File: config.mk
export PLATFORM = sky130hd
export DESIGN_NAME = eks_setup_sequencer_flat
export DESIGN_NICKNAME = d
export VERILOG_FILES = /design/src/rtl/eks_setup_sequencer_if.sv /design/src/rtl/eks_setup_sequencer.sv /design/src/flat_wrapper.sv
export SDC_FILE = /design/constraint.sdc
export NUM_CORES = 1
export LEC_CHECK = 0
export ABC_CLOCK_PERIOD_IN_PS = 10350
export CAP_MARGIN = 10
export CORE_UTILIZATION = 35
export CTS_CLUSTER_SIZE = 16
export DETAILED_ROUTE_END_ITERATION = 12
export GPL_TIMING_DRIVEN = 0
export PLACE_DENSITY = 0.6
export SETUP_SLACK_MARGIN = 0.1
export SYNTH_ARGS = -nofsm -noshare
export SYNTH_HDL_FRONTEND = slang
export SYNTH_SLANG_ARGS = --single-unit
export TNS_END_PERCENT = 1
File: constraint.sdc
create_clock -name clk -period 10.35 [get_ports clk]
set_input_delay 2.5875 -clock clk [delete_from_list [all_inputs] [get_ports clk]]
set_output_delay 2.5875 -clock clk [all_outputs]
set_load 0.1 [all_outputs]
File: src/rtl/eks_setup_sequencer_if.sv
// Handshake bundle between the EksBlowfishSetup sequencer and the
// constant loader / expand-key datapath. The sequencer is the master.
interface eks_setup_sequencer_if #(
    parameter int SALT_W = 128
);
    logic              init_start;
    logic              init_done;
    logic              ek_start;
    logic              ek_load_salt;
    logic [SALT_W-1:0] ek_salt;
    logic              ek_key_sel;
    logic              ek_done;

    modport master (
        output init_start,
        output ek_start,
        output ek_load_salt,
        output ek_salt,
        output ek_key_sel,
        input  init_done,
        input  ek_done
    );

    modport slave (
        input  init_start,
        input  ek_start,
        input  ek_load_salt,
        input  ek_salt,
        input  ek_key_sel,
        output init_done,
        output ek_done
    );
endinterface

File: src/rtl/eks_setup_sequencer.sv
// EksBlowfishSetup sequencer: constant init, one salted expand-key pass,
// then 2^cost pairs of zero-salt passes (password-keyed, then salt-keyed).
// All outputs are registered; they are computed from the next state so a
// state's outputs are visible during the cycle the FSM sits in that state.
module eks_setup_sequencer #(
    parameter int MIN_COST = 4,
    parameter int MAX_COST = 31,
    parameter int SALT_W   = 128
) (
    input  logic                   clk,
    input  logic                   reset,
    input  logic                   start,
    input  logic [4:0]             cost,
    input  logic [SALT_W-1:0]      salt,
    input  logic                   abort,
    output logic                   busy,
    output logic                   done,
    output logic                   error,
    output logic                   aborted,
    output logic [31:0]            iter_count,
    eks_setup_sequencer_if.master  ek
);

    typedef enum logic [3:0] {
        IDLE       = 4'd0,
        INIT_ISSUE = 4'd1,
        INIT_WAIT  = 4'd2,
        SALT_ISSUE = 4'd3,
        SALT_WAIT  = 4'd4,
        KEY_ISSUE  = 4'd5,
        KEY_WAIT   = 4'd6,
        SKEY_ISSUE = 4'd7,
        SKEY_WAIT  = 4'd8,
        DRAIN      = 4'd9,
        FINISH     = 4'd10
    } state_t;

    state_t              state_r;
    state_t              state_nxt_s;

    logic [4:0]          cost_latch_r;
    logic [SALT_W-1:0]   salt_latch_r;
    logic [31:0]         iter_count_r;
    logic                abort_pend_r;
    logic                drain_init_r;

    logic [31:0]         cost_ext_s;
    logic                cost_ok_s;
    logic                accept_s;
    logic                reject_s;
    logic [31:0]         iter_inc_s;
    logic                last_pair_s;
    logic                abort_take_s;
    logic                in_init_s;
    logic                drain_done_s;

    logic                busy_nxt_s;
    logic                done_nxt_s;
    logic                error_nxt_s;
    logic                aborted_nxt_s;
    logic                init_start_nxt_s;
    logic                ek_start_nxt_s;
    logic                ek_load_salt_nxt_s;
    logic [SALT_W-1:0]   ek_salt_nxt_s;
    logic                ek_key_sel_nxt_s;

    logic                busy_r;
    logic                done_r;
    logic                error_r;
    logic                aborted_r;
    logic                init_start_r;
    logic                ek_start_r;
    logic                ek_load_salt_r;
    logic [SALT_W-1:0]   ek_salt_r;
    logic                ek_key_sel_r;

    // Cost legality, start acceptance, loop termination and abort qualification.
    always_comb begin
        cost_ext_s   = {27'd0, cost};
        cost_ok_s    = (cost_ext_s >= 32'(MIN_COST)) && (cost_ext_s <= 32'(MAX_COST));
        accept_s     = (state_r == IDLE) && start && cost_ok_s;
        reject_s     = (state_r == IDLE) && start && !cost_ok_s;
        iter_inc_s   = iter_count_r + 32'd1;
        // 33-bit compare so cost 31 terminates at 2^31 without overflow.
        last_pair_s  = ({1'b0, iter_inc_s} == (33'd1 << cost_latch_r));
        // Abort only matters while an op is being issued or awaited.
        abort_take_s = abort && (state_r != IDLE) && (state_r != DRAIN) && (state_r != FINISH);
        in_init_s    = (state_r == INIT_ISSUE) || (state_r == INIT_WAIT);
        drain_done_s = drain_init_r ? ek.init_done : ek.ek_done;
    end

    // State register.
    always_ff @(posedge clk) begin
        if (!reset) begin
            state_r <= IDLE;
        end else begin
            state_r <= state_nxt_s;
        end
    end

    // Next-state logic. A done pulse coinciding with abort goes straight to FINISH.
    always_comb begin
        state_nxt_s = state_r;
        case (state_r)
            IDLE: begin
                if (accept_s) state_nxt_s = INIT_ISSUE;
                else          state_nxt_s = IDLE;
            end
            INIT_ISSUE: begin
                if (abort) state_nxt_s = DRAIN;
                else       state_nxt_s = INIT_WAIT;
            end
            INIT_WAIT: begin
                if (ek.init_done) state_nxt_s = abort ? FINISH : SALT_ISSUE;
                else if (abort)   state_nxt_s = DRAIN;
                else              state_nxt_s = INIT_WAIT;
            end
            SALT_ISSUE: begin
                if (abort) state_nxt_s = DRAIN;
                else       state_nxt_s = SALT_WAIT;
            end
            SALT_WAIT: begin
                if (ek.ek_done) state_nxt_s = abort ? FINISH : KEY_ISSUE;
                else if (abort) state_nxt_s = DRAIN;
                else            state_nxt_s = SALT_WAIT;
            end
            KEY_ISSUE: begin
                if (abort) state_nxt_s = DRAIN;
                else       state_nxt_s = KEY_WAIT;
            end
            KEY_WAIT: begin
                if (ek.ek_done) state_nxt_s = abort ? FINISH : SKEY_ISSUE;
                else if (abort) state_nxt_s = DRAIN;
                else            state_nxt_s = KEY_WAIT;
            end
            SKEY_ISSUE: begin
                if (abort) state_nxt_s = DRAIN;
                else       state_nxt_s = SKEY_WAIT;
            end
            SKEY_WAIT: begin
                if (ek.ek_done) begin
                    if (abort || last_pair_s) state_nxt_s = FINISH;
                    else                      state_nxt_s = KEY_ISSUE;
                end else if (abort) begin
                    state_nxt_s = DRAIN;
                end else begin
                    state_nxt_s = SKEY_WAIT;
                end
            end
            DRAIN: begin
                if (drain_done_s) state_nxt_s = FINISH;
                else              state_nxt_s = DRAIN;
            end
            FINISH: begin
                state_nxt_s = IDLE;
            end
            default: begin
                state_nxt_s = IDLE;
            end
        endcase
    end

    // Output decode from the upcoming state; error is decided in IDLE directly.
    always_comb begin
        busy_nxt_s         = (state_nxt_s != IDLE) && (state_nxt_s != FINISH);
        error_nxt_s        = reject_s;
        done_nxt_s         = 1'b0;
        aborted_nxt_s      = 1'b0;
        init_start_nxt_s   = 1'b0;
        ek_start_nxt_s     = 1'b0;
        ek_load_salt_nxt_s = 1'b0;
        ek_salt_nxt_s      = '0;
        ek_key_sel_nxt_s   = 1'b0;
        case (state_nxt_s)
            INIT_ISSUE: begin
                init_start_nxt_s = 1'b1;
            end
            SALT_ISSUE: begin
                ek_start_nxt_s     = 1'b1;
                ek_load_salt_nxt_s = 1'b1;
                ek_salt_nxt_s      = salt_latch_r;
            end
            SALT_WAIT: begin
                ek_salt_nxt_s = salt_latch_r;
            end
            KEY_ISSUE: begin
                ek_start_nxt_s     = 1'b1;
                ek_load_salt_nxt_s = 1'b1;
            end
            SKEY_ISSUE: begin
                ek_start_nxt_s     = 1'b1;
                ek_load_salt_nxt_s = 1'b1;
                ek_key_sel_nxt_s   = 1'b1;
            end
            SKEY_WAIT: begin
                ek_key_sel_nxt_s = 1'b1;
            end
            FINISH: begin
                if (abort_pend_r || abort_take_s) begin
                    aborted_nxt_s = 1'b1;
                end else begin
                    done_nxt_s = 1'b1;
                end
            end
            default: begin
                busy_nxt_s = busy_nxt_s;
            end
        endcase
    end

    // Output registers.
    always_ff @(posedge clk) begin
        if (!reset) begin
            busy_r         <= 1'b0;
            done_r         <= 1'b0;
            error_r        <= 1'b0;
            aborted_r      <= 1'b0;
            init_start_r   <= 1'b0;
            ek_start_r     <= 1'b0;
            ek_load_salt_r <= 1'b0;
            ek_salt_r      <= '0;
            ek_key_sel_r   <= 1'b0;
        end else begin
            busy_r         <= busy_nxt_s;
            done_r         <= done_nxt_s;
            error_r        <= error_nxt_s;
            aborted_r      <= aborted_nxt_s;
            init_start_r   <= init_start_nxt_s;
            ek_start_r     <= ek_start_nxt_s;
            ek_load_salt_r <= ek_load_salt_nxt_s;
            ek_salt_r      <= ek_salt_nxt_s;
            ek_key_sel_r   <= ek_key_sel_nxt_s;
        end
    end

    // Run context: latched cost/salt, pair counter, pending-abort bookkeeping.
    always_ff @(posedge clk) begin
        if (!reset) begin
            cost_latch_r <= 5'd0;
            salt_latch_r <= '0;
            iter_count_r <= 32'd0;
            abort_pend_r <= 1'b0;
            drain_init_r <= 1'b0;
        end else begin
            if (accept_s) begin
                cost_latch_r <= cost;
                salt_latch_r <= salt;
                iter_count_r <= 32'd0;
            end else if ((state_r == SKEY_WAIT) && ek.ek_done) begin
                iter_count_r <= iter_inc_s;
            end
            if (state_r == IDLE) begin
                abort_pend_r <= 1'b0;
                drain_init_r <= 1'b0;
            end else if (abort_take_s) begin
                abort_pend_r <= 1'b1;
                drain_init_r <= in_init_s;
            end
        end
    end

    assign busy            = busy_r;
    assign done            = done_r;
    assign error           = error_r;
    assign aborted         = aborted_r;
    assign iter_count      = iter_count_r;
    assign ek.init_start   = init_start_r;
    assign ek.ek_start     = ek_start_r;
    assign ek.ek_load_salt = ek_load_salt_r;
    assign ek.ek_salt      = ek_salt_r;
    assign ek.ek_key_sel   = ek_key_sel_r;

endmodule

File: src/flat_wrapper.sv
// flat-port wrapper written by rule: the top's interface ports become plain ports
module eks_setup_sequencer_flat 
#(
    parameter int MIN_COST = 4,
    parameter int MAX_COST = 31,
    parameter int SALT_W   = 128
)
  (clk, reset, start, cost, salt, abort, busy, done, error, aborted, iter_count, ek_init_start, ek_ek_start, ek_ek_load_salt, ek_ek_salt, ek_ek_key_sel, ek_init_done, ek_ek_done);
  eks_setup_sequencer_if #(.SALT_W(SALT_W)) ek_i ();
  input  logic clk;
  input  logic reset;
  input  logic start;
  input  logic [4:0] cost;
  input  logic [SALT_W-1:0] salt;
  input  logic abort;
  output logic busy;
  output logic done;
  output logic error;
  output logic aborted;
  output logic [31:0] iter_count;
  output wire logic [$bits(ek_i.init_start)-1:0] ek_init_start;
  output wire logic [$bits(ek_i.ek_start)-1:0] ek_ek_start;
  output wire logic [$bits(ek_i.ek_load_salt)-1:0] ek_ek_load_salt;
  output wire logic [$bits(ek_i.ek_salt)-1:0] ek_ek_salt;
  output wire logic [$bits(ek_i.ek_key_sel)-1:0] ek_ek_key_sel;
  input wire logic [$bits(ek_i.init_done)-1:0] ek_init_done;
  input wire logic [$bits(ek_i.ek_done)-1:0] ek_ek_done;
  assign ek_init_start = ek_i.init_start;
  assign ek_ek_start = ek_i.ek_start;
  assign ek_ek_load_salt = ek_i.ek_load_salt;
  assign ek_ek_salt = ek_i.ek_salt;
  assign ek_ek_key_sel = ek_i.ek_key_sel;
  assign ek_i.init_done = ek_init_done;
  assign ek_i.ek_done = ek_ek_done;
  eks_setup_sequencer #(.MIN_COST(MIN_COST), .MAX_COST(MAX_COST), .SALT_W(SALT_W)) u_core (.clk(clk), .reset(reset), .start(start), .cost(cost), .salt(salt), .abort(abort), .busy(busy), .done(done), .error(error), .aborted(aborted), .iter_count(iter_count), .ek(ek_i));
endmodule
Word level (Yosys, flattened, before mapping)
Index checks and enable logic that the tools add are counted.

storage, ports and cells
  register bits after elaboration = 306
  bits of input ports = 139
  output and inout port bits = 168

cells by class
  add/sub/neg operators = 1
  magnitude comparators = 1
  equal/unequal tests = 20
  shift-type cells = 1
  mux-type cells = 21
  bitwise gates (word level) = 1
  reduce and logical (&&, ||, !) cells = 22

operators with widths
  operator               count
  $mux 4                 11
  $pmux 4 s10            1
  $eq 32x33->1           1
  $shl 1x5->33 const A   1
  $add 32x1->32 const B  1
  $eq 4x3->1 const B     7
  $eq 4x4->1 const B     4
  $eq 4x2->1 const B     3
  $ne 4x4->1 const B     3
  $eq 4x1->1 const B     2
  $logic_and 1x1->1      8
  $mux 1                 8
  $reduce_bool 4->1      2
  $reduce_or 2->1        4
  $ge 5x3->1 const B     1
  $logic_not 4->1        1
  $reduce_and 2->1       2
  $logic_or 1x1->1       3
  $reduce_or 3->1        1
  $mux 2                 1
  $logic_not 1->1        1
  $not 1->1              1

Logic depth before layout (Yosys ltp)
  depth after elaboration = 9
  gate-level depth with buffers = 14
  gate-level depth less buffers = 11

Worst setup path after synthesis
No wires, ideal clock.

  kind = in2reg
  start = in abort
  end = reg u_core.ek_salt_r[107], in the netlist u_core.ek.ek_salt[107]
  data arrival time = 4.814 ns
  required time = 10.291 ns
  setup slack = 5.478 ns
  stages on the path = 14
  buffers on the path = 3
  path through = clkbuf_1 inv_1 ha_1 and2_1 o21ai_0 nand3_1 a21oi_1 inv_1 nor3_1 a31oi_1 nor3b_1 buf_2 buf_6 and2_1

between the ends
  longest elaborated chain between the ends = 7

RTL lines
  item                                             RTL line                    text
  from (decl)                                      flat_wrapper.sv:15          input logic abort;
  $logic_or 1x1->1                                 eks_setup_sequencer.sv:142  if (abort || last_pair_s) state_nxt_s = FINISH;
  $mux 4                                           eks_setup_sequencer.sv:142
  $mux 4                                           eks_setup_sequencer.sv:141  if (ek.ek_done) begin
  $pmux 4 s10 *                                    eks_setup_sequencer.sv:104  case (state_r)
  $eq 4x2->1 / $eq 4x3->1 (equally long branches)  eks_setup_sequencer.sv:174  case (state_nxt_s)
  $reduce_or 2->1 (no source line) *               --
  $reduce_and 2->1 (no source line) *              --
  to (signal assigned)                             eks_setup_sequencer.sv:231  ek_salt_r <= ek_salt_nxt_s;
  to (decl)                                        eks_setup_sequencer.sv:74   logic [SALT_W-1:0] ek_salt_r;

Every way passes the cells marked *; elsewhere a longest branch is shown, timed or not.
A chain may end at the register's enable or synchronous reset.

Worst setup path in the final report
  start = in abort
  end = reg u_core.ek_salt_r[115], in the netlist u_core.ek.ek_salt[115]

The elaborated chain is that of the path after synthesis.

==> out/summary.txt <==
Synth top area cells = dfxtp_1 51%, nand2_1 9.5%, a21boi_0 8.3%
Slew Viols, Final = 0
Initial DRC count = 508
Pwr Total = 3.00 mW
Max stage delay cell, worst path = clkdlybuf4s50_1
Hold Path Class = reg -> reg
Routability cong. = 0.883
Startpoint Class = primary input
Hold path depth = 1
Mapped Avg Cell Area = 8.89 um2
CP max FO = 10
Initial Util = 35.7%
Crit path required time = 10.81 ns
Die Span Y = 187 um
Grt total ovfl = 0
Sequential share of the synthesized area = 51.0%
Mapped cell area = 0.0120 mm2
Worst skew pair latency = 0.52 ns
Layout net count = 1842
Dpl cell area = 0.0157 mm2
Vias per cell = 4.73
Full die area = 0.0351 mm2
Fin crit share = 54.3%
Asr flop ratio synth = 0%
Clk buf depth = 3
Share of layout cells above drive strength 1 = 5.40%
Clock slew at reported path FFs = 0.06 ns
Num Clock Sinks = 306
Yosys cell types = 69
M3 GR Usage = 6.59%
Post-CTS sizing = 0
PwrDens = 179 mW/mm2
Worst IR drop on VDD = 0.123 mV
Mapped Nets = 1497
Core area = 0.0337 mm2
Rows = 67
Pre-Repair DR Iteration Count = 5
Outcome = finished clean
CP Cell Sequence = clkdlybuf4s50_1 -> clkbuf_1 -> inv_1 -> ha_1 -> and2_1 -> o21ai_0 -> nand3_1 -> a21oi_1 -> inv_1 -> nor3_1 -> a31oi_1 -> nor3b_1 -> buf_2 -> buf_6 -> and2_1
CTS tree = built
Clock skew = 0.0146 ns
Port Buf Inserts = 306
Cts hold-fix bufs = 0
I/O pins = 307
Largest net degree at the start of global routing = 13
Synth Instances = 1352
Setup TNS = 0 ns
Max Cap Viol = 0
Post-synth EDFFs = 0
M1 GR Usage = 25.7%
Post-synthesis register bit count = 306
Rel. slew slack = 28.1%
Initial antenna violation count = 4
Final Hold Vio Count = 0
Main flop type after synthesis = dfxtp_1
Final Util = 49.9%
Clock Tree Root = clkbuf_16
Critical path class = in -> reg
RSZ-0062 raised after global routing = false
Vias in the first global route = 9991
Global-route wire length before repair = 56.4 mm
CP Capture Type = flop
Remaining antenna violation count = 0
CP arrival = 6.08 ns
Final setup fails = 0
Critical path's largest stage delay = 0.54 ns
Fill cells = 3328
Residual DRC count = 0
Chip Width = 187 um
H-tree Lvls = 2
Cell accounting for the most synthesized area = dfxtp_1
Top cell type's share of synthesized area = 51.0%
Design area = 0.0168 mm2
Leak = 6.17 nW
Met2 usage = 32.6%
Worst-margin pin slew = 1.08 ns
WL/cell = 16.5 um
Most frequent cells in the layout = 306 x clkdlybuf4s50_1, 306 x dfxtp_1, 305 x nand2_1
Min Tclk post-route = 5.62 ns
Routed Wire Length = 35.8 mm
Post-CTS Setup Bufs = 0
Dpl hpwl = 26.6 mm
Fmax = 178 MHz
Routed vias = 10.3k
Global Route Usage Sum = 20.4%
Synthesis-to-finish area growth = 40.0%
Ys Warns = 0
GRT busiest layer = met2
Total CTS buffers = 35
Reg2reg path depth = 14
## power by group
group          switching [mW]  total, mW  internal, mW
clock                   0.487       1.23         0.739
sequential             0.0301       1.28          1.25
combinational           0.322      0.494         0.172
total                   0.840       3.00          2.16
## worst max-delay path, delay by kind of cell
family,cells,cell delay [ns]
fa+ha+maj,1,0.31
compound gates,3,0.53
buf+inv,6,1.73
simple gates,5,0.92
## through the flow
step / setup WS, ns / hold WS [ns] / instances
after detailed placement: 4.25 / 0.439 / 2107
after global routing: 4.46 / 0.465 / 2171
after CTS: 4.78 / 0.450 / 2168
after floorplan: 5.48 / 0.430 / 1352
after global placement: 4.19 / 0.434 / 2106
final: 4.73 / 0.449 / 2171
## layout make-up
class	count	area (um2)	area share, %
antenna	2	5.00	0.0297
tap	448	561	3.33
sequential	306	6130	36.4
clock inverter	7	100	0.595
multi-input combinational	935	5370	31.9
buffer	96	470	2.80
inverter	15	56.3	0.335
clock buffer	54	1070	6.34
timing repair buffer	308	3080	18.3
## per-layer routing
layer | share of wire [%] | up-vias | wire [um]
li1 | - | 5184 | -
met3 | 8.7 | 61 | 3100
met5 | 0.036 | - | 13
met4 | 3.0 | 2 | 1080
met1 | 43 | 4716 | 15400
met2 | 45 | 314 | 16200
## cell families after synthesis
| group | synth area share [%] |
|---|---|
| xor+xnor | 3.72 |
| mux | 0.437 |
| compound gates | 13.7 |
| fa+ha+maj | 0.624 |
| buf+inv | 4.38 |
| flops | 51.0 |
| simple gates | 26.2 |
## final timing paths
| kind | start | end | slack, ns |
|---|---|---|---|
| worst max-delay path | abort | u_core.ek.ek_salt[115] | 4.73 |
| worst min register to register | u_core.salt_latch_r[36] | u_core.ek.ek_salt[36] | 0.45 |
| worst min-delay path | u_core.salt_latch_r[36] | u_core.ek.ek_salt[36] | 0.45 |
| worst max register to register | u_core.iter_count[0] | u_core.ek.ek_salt[115] | 5.95 |
## synthesized netlist by cell type (5+ instances only)
master	n
o21ai_0	34
buf_6	13
nor2b_1	5
nor2_1	48
nand3_1	27
or3_1	20
nor3_1	16
xnor2_1	24
nor3b_1	5
xor2_1	27
buf_2	7
and3_1	6
nor4_1	9
nand4_1	23
a21boi_0	133
clkbuf_1	74
a21oi_1	28
dfxtp_1	306
nand2_1	305
and2_1	135
nand2b_1	7
inv_1	15
ha_1	6
## sequential cells by signal, indices dropped and copies added, names as in the netlist, 4 cells and up
name,flops
u_core.state_r,4
u_core.salt_latch_r,128
u_core.cost_latch_r,5
u_core.iter_count,32
u_core.ek.ek_salt,128
Power figures use the tool's default switching activity.
